`config.mk`:
```
export PLATFORM = sky130hd
export DESIGN_NAME = ex_hazard_ctrl
export DESIGN_NICKNAME = d
export VERILOG_FILES = /design/src/rtl/ex_hazard_ctrl.sv
export SDC_FILE = /design/constraint.sdc
export NUM_CORES = 1
export LEC_CHECK = 0
export CAP_MARGIN = 20
export CORE_UTILIZATION = 47
export DETAILED_ROUTE_END_ITERATION = 7
export MAX_ROUTING_LAYER = met4
export PLACE_DENSITY = 0.78
export SLEW_MARGIN = 25
export SYNTH_ARGS = -nofsm -noshare
export SYNTH_HDL_FRONTEND = slang
export SYNTH_SLANG_ARGS = --single-unit
```
`constraint.sdc`:
```
create_clock -name clk -period 2.1 [get_ports clk]
set_input_delay 0.42 -clock clk [delete_from_list [all_inputs] [get_ports clk]]
set_output_delay 0.42 -clock clk [all_outputs]
set_load 0.03 [all_outputs]
```
`src/rtl/ex_hazard_ctrl.sv`:
```
// Execute-stage hazard sequencer: forwarding selects, load-use bubbles, redirect flushes, memory freezes.
// Optional performance counters are compiled in when HAZ_PERF_EN is defined.
module ex_hazard_ctrl #(
    parameter int REG_AW = 3,
    parameter int CNT_W  = 16
) (
    input  logic              clk,
    input  logic              rst,
    input  logic              d_valid,
    input  logic [REG_AW-1:0] d_rs,
    input  logic [REG_AW-1:0] d_rt,
    input  logic              d_use_rs,
    input  logic              d_use_rt,
    input  logic              d_wr_en,
    input  logic [REG_AW-1:0] d_wr_reg,
    input  logic              d_is_load,
    input  logic              ex_redirect,
    input  logic              mem_stall,
    output logic              stall_fd,
    output logic              stall_de,
    output logic              bubble_de,
    output logic              flush_fd,
    output logic [1:0]        frwrd_sel_A,
    output logic [1:0]        frwrd_sel_B
`ifdef HAZ_PERF_EN
    ,
    output logic [CNT_W-1:0]  stall_cnt,
    output logic [CNT_W-1:0]  flush_cnt
`endif
);

    typedef enum logic [1:0] {ST_RUN, ST_LDUSE, ST_FLUSH} state_e;

    typedef struct packed {
        logic              valid;
        logic [REG_AW-1:0] dest;
        logic              is_load;
    } stage_t;

    localparam logic [1:0] SEL_NONE = 2'b00;
    localparam logic [1:0] SEL_EM   = 2'b01;
    localparam logic [1:0] SEL_MW   = 2'b10;

    state_e     state_q;
    stage_t     e_q, m_q, e_d;
    logic [1:0] sel_a_q, sel_b_q, sel_a_d, sel_b_d;
    logic       load_use, redirect;

    // W-stage results reach E through register-file write-through, so only E and M are kept.
    function automatic logic [1:0] fwd_sel(input logic use_src, input logic [REG_AW-1:0] src,
                                           input stage_t e, input stage_t m);
        if (!use_src)                                    return SEL_NONE;
        else if (e.valid && e.dest == src && !e.is_load) return SEL_EM;
        else if (m.valid && m.dest == src)               return SEL_MW;
        else                                             return SEL_NONE;
    endfunction

    assign load_use = d_valid && e_q.valid && e_q.is_load &&
                      ((d_use_rs && e_q.dest == d_rs) || (d_use_rt && e_q.dest == d_rt));
    assign redirect = ex_redirect && (state_q != ST_FLUSH);

    always_comb begin
        // NOTE: every output gets a default first so no path through the priority chain infers a latch.
        stall_fd  = 1'b0;
        stall_de  = 1'b0;
        bubble_de = 1'b0;
        flush_fd  = 1'b0;
        if (rst) begin
            stall_fd = 1'b0;
        end else if (mem_stall) begin
            stall_fd = 1'b1;
            stall_de = 1'b1;
        end else if (redirect) begin
            flush_fd  = 1'b1;
            bubble_de = 1'b1;
        end else if (load_use) begin
            stall_fd  = 1'b1;
            bubble_de = 1'b1;
        end
    end

    always_comb begin
        e_d     = '0;
        sel_a_d = SEL_NONE;
        sel_b_d = SEL_NONE;
        if (!bubble_de && d_valid) begin
            e_d.valid   = d_wr_en;
            e_d.dest    = d_wr_reg;
            e_d.is_load = d_is_load;
            sel_a_d     = fwd_sel(d_use_rs, d_rs, e_q, m_q);
            sel_b_d     = fwd_sel(d_use_rt, d_rt, e_q, m_q);
        end
    end

    always_ff @(posedge clk) begin
        if (rst) begin
            state_q <= ST_RUN;
            e_q     <= '0;
            m_q     <= '0;
            sel_a_q <= SEL_NONE;
            sel_b_q <= SEL_NONE;
        end else if (!mem_stall) begin
            m_q     <= e_q;
            e_q     <= e_d;
            sel_a_q <= sel_a_d;
            sel_b_q <= sel_b_d;
            if (redirect)      state_q <= ST_FLUSH;
            else if (load_use) state_q <= ST_LDUSE;
            else               state_q <= ST_RUN;
        end
    end

    assign frwrd_sel_A = sel_a_q;
    assign frwrd_sel_B = sel_b_q;

`ifdef HAZ_PERF_EN
    logic [CNT_W-1:0] stall_cnt_q, flush_cnt_q;

    // Counters keep running through memory freezes; they saturate rather than wrap.
    always_ff @(posedge clk) begin
        if (rst) begin
            stall_cnt_q <= '0;
            flush_cnt_q <= '0;
        end else begin
            if (stall_fd && stall_cnt_q != '1) stall_cnt_q <= stall_cnt_q + 1'b1;
            if (flush_fd && flush_cnt_q != '1) flush_cnt_q <= flush_cnt_q + 1'b1;
        end
    end

    assign stall_cnt = stall_cnt_q;
    assign flush_cnt = flush_cnt_q;
`endif

endmodule

```
# After elaboration in Yosys (flattened, before gate mapping)
# Index checks and enable logic that the tools add are counted.
# classes
n_eq_ne	5
n_mux	23
n_reduce_logical	16
# op_table
operator	count
2-to-1 mux 2 bit	9
logical AND 1 bit	13
2-to-1 mux 1 bit	13
== test 3 bit	4
2-to-1 mux 5 bit	1
logical NOT 1 bit	2
inequality test 2 bit, second input constant	1
logical OR 1 bit	1
# totals
ff_bits	15
input_bits	18
output_inout_bits	8
elab_cells	52

# Logic depth before layout (Yosys ltp)
# depth
ltp_word	11
depth_mapped	5
ltp_nobuf	4

# Least setup slack after synthesis
# OpenSTA, ideal clock, no wires.
# synth_path
path_type	input to output
startpoint	input d_rs[2]
endpoint	output bubble_de
arrival_time_ns	1.550
required_ns	1.680
setup_slack_ns	0.130
path_stages	4
path_buffers	0
path_cell_list	xnor2_1 > and4_4 > o2111ai_4 > a211oi_2
# synth_between
elab_chain_cells	8
# synth_rtl
element	line	rtl
from (decl)	10	input logic [REG_AW-1:0] d_rs,
== test 3 bit	59	((d_use_rs && e_q.dest == d_rs) || (d_use_rt && e_q.dest == d_rt));
logical AND 1 bit	59	
logical OR 1 bit	59	
logical AND 1 bit	58	assign load_use = d_valid && e_q.valid && e_q.is_load &&
2-to-1 mux 1 bit	76	end else if (load_use) begin
2-to-1 mux 1 bit	73	end else if (redirect) begin
2-to-1 mux 1 bit	70	end else if (mem_stall) begin
2-to-1 mux 1 bit	68	if (rst) begin
to (decl)	21	output logic bubble_de,
# Every way passes these cells.

# Worst setup path after layout
# Same ends and word-level chain as after synthesis.

==> key figures <==
Status
  • Status: completed

Pwr
  • Comb pwr share: between 20% and 30%
  • Internal power: 0.439 mW
  • Pleak: between 0.5 and 0.6 nW
  • Sw Ratio: ~27%
  • Clk pwr share: approximately 28%
  • Peak supply drop: 418 µV
  • Sw power: 0.161 mW
  • Seq pwr share: between 40 and 50%
  • Cell Pwr Density: roughly 470 mW/mm²

Clocking
  • Clock Path Buffers: 2
  • Clock transition at path regs: ~90 ps
  • CTS tree: built
  • H-tree Lvls: 1
  • Clock tree sinks: 15
  • Clk_lat worst skew: about 280 ps
  • Num CTS Buffers: 3
  • Post-CTS Hold Buffers: 0
  • CTS root buffer: clkbuf_4

Logic synthesis
  • Register area share after synthesis: between 30 and 40%
  • Post-synth cell types: 25
  • Syn nets: 93
  • Synth Register Bits: 15
  • Avg Inst Size Synth: about 11 µm²
  • Synth Cell Area: just under 800 µm²
  • Mapped Cells: 75
  • Yosys warning count: 0

Timing
  • Worst Max-Slew Pin Slew: between 300 and 400 ps
  • Hold Fails Final Rpt: 0
  • Rel. slew slack: roughly 74%
  • Fmax: around 0.48 GHz
  • Max Clock Skew: 2.50 ps
  • Final slew viol count: 0
  • Final setup violation count: 0
  • Crit path time final: 2090 ps
  • Fin Setup TNS: 0 ps
  • RSZ-0062 raised after global routing: yes
  • Tcrit/Tclk final: ~100%

Route
  • DR iter-0 viols: 21
  • DRT Pass-1 Iters: 4
  • Residual DRC: 0
  • Number of vias per cell: 5.64
  • Routed wire length: approximately 2.1 mm
  • Vias: slightly below 800
  • Wire per inst: approximately 15 µm
  • Post-DRT Antenna Nets: 0

Setup path
  • Startpoint types: input pin
  • CP endpoint kind: output pin
  • R2R setup slack: roughly 480 ps
  • Worst setup path endpoint: bubble_de
  • WP data arrival: 1670 ps
  • RR Startpoint: e_q[3]
  • R2r endpoint: e_q[2]
  • Req. time, crit path: 1680 ps
  • Critical path origin: d_rs[2]
  • WS Path Type: in2out
  • Crit Path Max Fanout: 3
  • Reg2Reg Depth: 6

Placed design
  • Port Buffer Count: 25
  • Cell count after placement: 127
  • RePlAce Congestion: around 0.84
  • DPL Wire Length: 1.56 mm

Floorplan
  • Die area: around 0.0019 mm²
  • Site Rows: 14
  • Die H: around 43 µm
  • I/O pins: 26
  • Chip width: between 40 and 50 µm
  • Initial core utilization: 51.5%
  • Core ar.: 0.00154 mm²

Cells and area
  • Share of cells above drive strength 1: between 40% and 50%
  • Diode count: 0
  • Area grow syn2layout: 59.6%
  • Non-Filler Instances: between 100 and 150
  • Filler cells: about 110
  • Final net count: 141

GRT
  • Number of global-route vias before repair: 760
  • Global route overflow: 0
  • Global-route wire length before repair: roughly 3.5 mm
  • Overall routing resource usage: a little over a quarter
  • Largest net degree at the start of global routing: 10
  • Antenna violations before repair: 0

Hold path
  • HP Class: reg2reg
  • Hold path startpoint: frwrd_sel_B[1]

Run
  • Max Cap Violations: 0
-- power by group through the flow --
stage	logic (mW)	clock network, mW	registers, mW
2_1_floorplan	0.0560	0	0.301
3_3_place_gp	0.118	0	0.303
3_5_place_dp	0.121	0	0.303
4_1_cts	0.129	0.175	0.297
5_1_grt	0.145	0.185	0.296
6_report	0.137	0.169	0.295
-- repair_timing --
action                     4_1_cts  5_1_grt
pin swaps                        5       10
gates cloned                     0        0
buffers inserted                 5        2
resized for setup               13       18
hold endpoints to repair         0        0
setup endpoints to repair        2        2
-- per-stage QoR --
step                setup WS [ps]  total power [mW]  util, %  cell area [µm²]  hold WS (ps)
floorplan                     130             0.357        -              793           445
global placement             -251             0.421     74.0             1140           432
detailed placement           -261             0.424     74.0             1140           454
CTS                         0.334             0.601     79.9             1230           469
global route                -42.2             0.626     82.1             1270           494
finish                       8.52             0.600     82.1             1270           466
-- critical path, stage by stage --
cell	delay, ps
dlygate4sd2_1	270
xnor2_2	160
and4_4	280
o2111ai_4	120
a211oi_2	230
buf_4	180
-- sequential cells by signal (all words and copies together) (netlist names) --
name / count
e_q: 5
frwrd_sel_A: 2
m_q: 4
state_q: 2
frwrd_sel_B: 2
-- worst min path at each step --
stage,end,slack [ps],depth (start not counted)
5_1_grt,frwrd_sel_A[1],490,2
3_5_place_dp,state_q[0],450,2
6_report,frwrd_sel_B[1],470,2
4_1_cts,state_q[0],470,2
3_3_place_gp,frwrd_sel_B[1],430,2
2_1_floorplan,state_q[0],440,2
-- logic make-up (layout without fill, tap and decap cells) --
group           count (synthesis)  in the layout  share of synthesized area [%]
xor+xnor                       12             12                           13.2
buf+inv                         4             51                           2.68
simple gates                   22             22                           16.9
flops                          15             15                           37.9
mux                             4              4                           5.05
compound gates                 18             18                           24.3
-- cell usage after synthesis --
master | count | area (µm²)
dfxtp_1 | 15 | 300
o2111ai_4 | 1 | 26.3
a21oi_1 | 2 | 10.0
xnor2_1 | 12 | 105
buf_4 | 1 | 7.51
nand4_1 | 4 | 25.0
a2111oi_4 | 1 | 27.5
buf_2 | 1 | 5.00
a211oi_2 | 1 | 12.5
nand2b_4 | 1 | 13.8
o2111ai_1 | 1 | 8.76
nor3_1 | 1 | 5.00
o21ai_1 | 2 | 10.0
and4_4 | 2 | 22.5
nor2_1 | 5 | 18.8
nor2b_1 | 2 | 12.5
mux2i_1 | 4 | 40.0
a32o_1 | 7 | 70.1
o2111a_1 | 1 | 11.3
a21o_2 | 1 | 8.76
nand2_1 | 5 | 18.8
inv_1 | 1 | 3.75
and4_1 | 2 | 17.5
a21o_1 | 1 | 7.51
clkbuf_2 | 1 | 5.00
-- metal layers --
layer	vias up	GRT usage, %	part of all wire, %
met2	14	44.8	55
met3	4	4.26	2.6
met5	-	-	0
met4	0	12.7	1.1
met1	380	29.2	42
li1	381	-	-
-- cell usage in the layout, fill, tap and decap left out, drive strengths merged, types with 2 or more instances in the layout --
master / count
nand4: 4
o2111ai: 2
dfxtp: 15
a21o: 2
nor2: 5
buf: 25
a21oi: 2
nand2: 5
nor2b: 2
o21ai: 2
clkdlybuf4s50: 13
and4: 4
dlymetal6s2s: 2
xnor2: 12
a32o: 7
clkbuf: 9
mux2i: 4
-- cell type report --
| type | instances | area, µm² | share of cell area [%] |
|---|---|---|---|
| tap | 16 | 20.0 | 1.58 |
| multi-input combinational | 56 | 528 | 41.7 |
| sequential | 15 | 312 | 24.6 |
| inverter | 1 | 3.75 | 0.296 |
| clock buffer | 4 | 26.3 | 2.08 |
| timing repair buffer | 46 | 377 | 29.7 |
No activity file was read; power rests on OpenSTA's default activity.
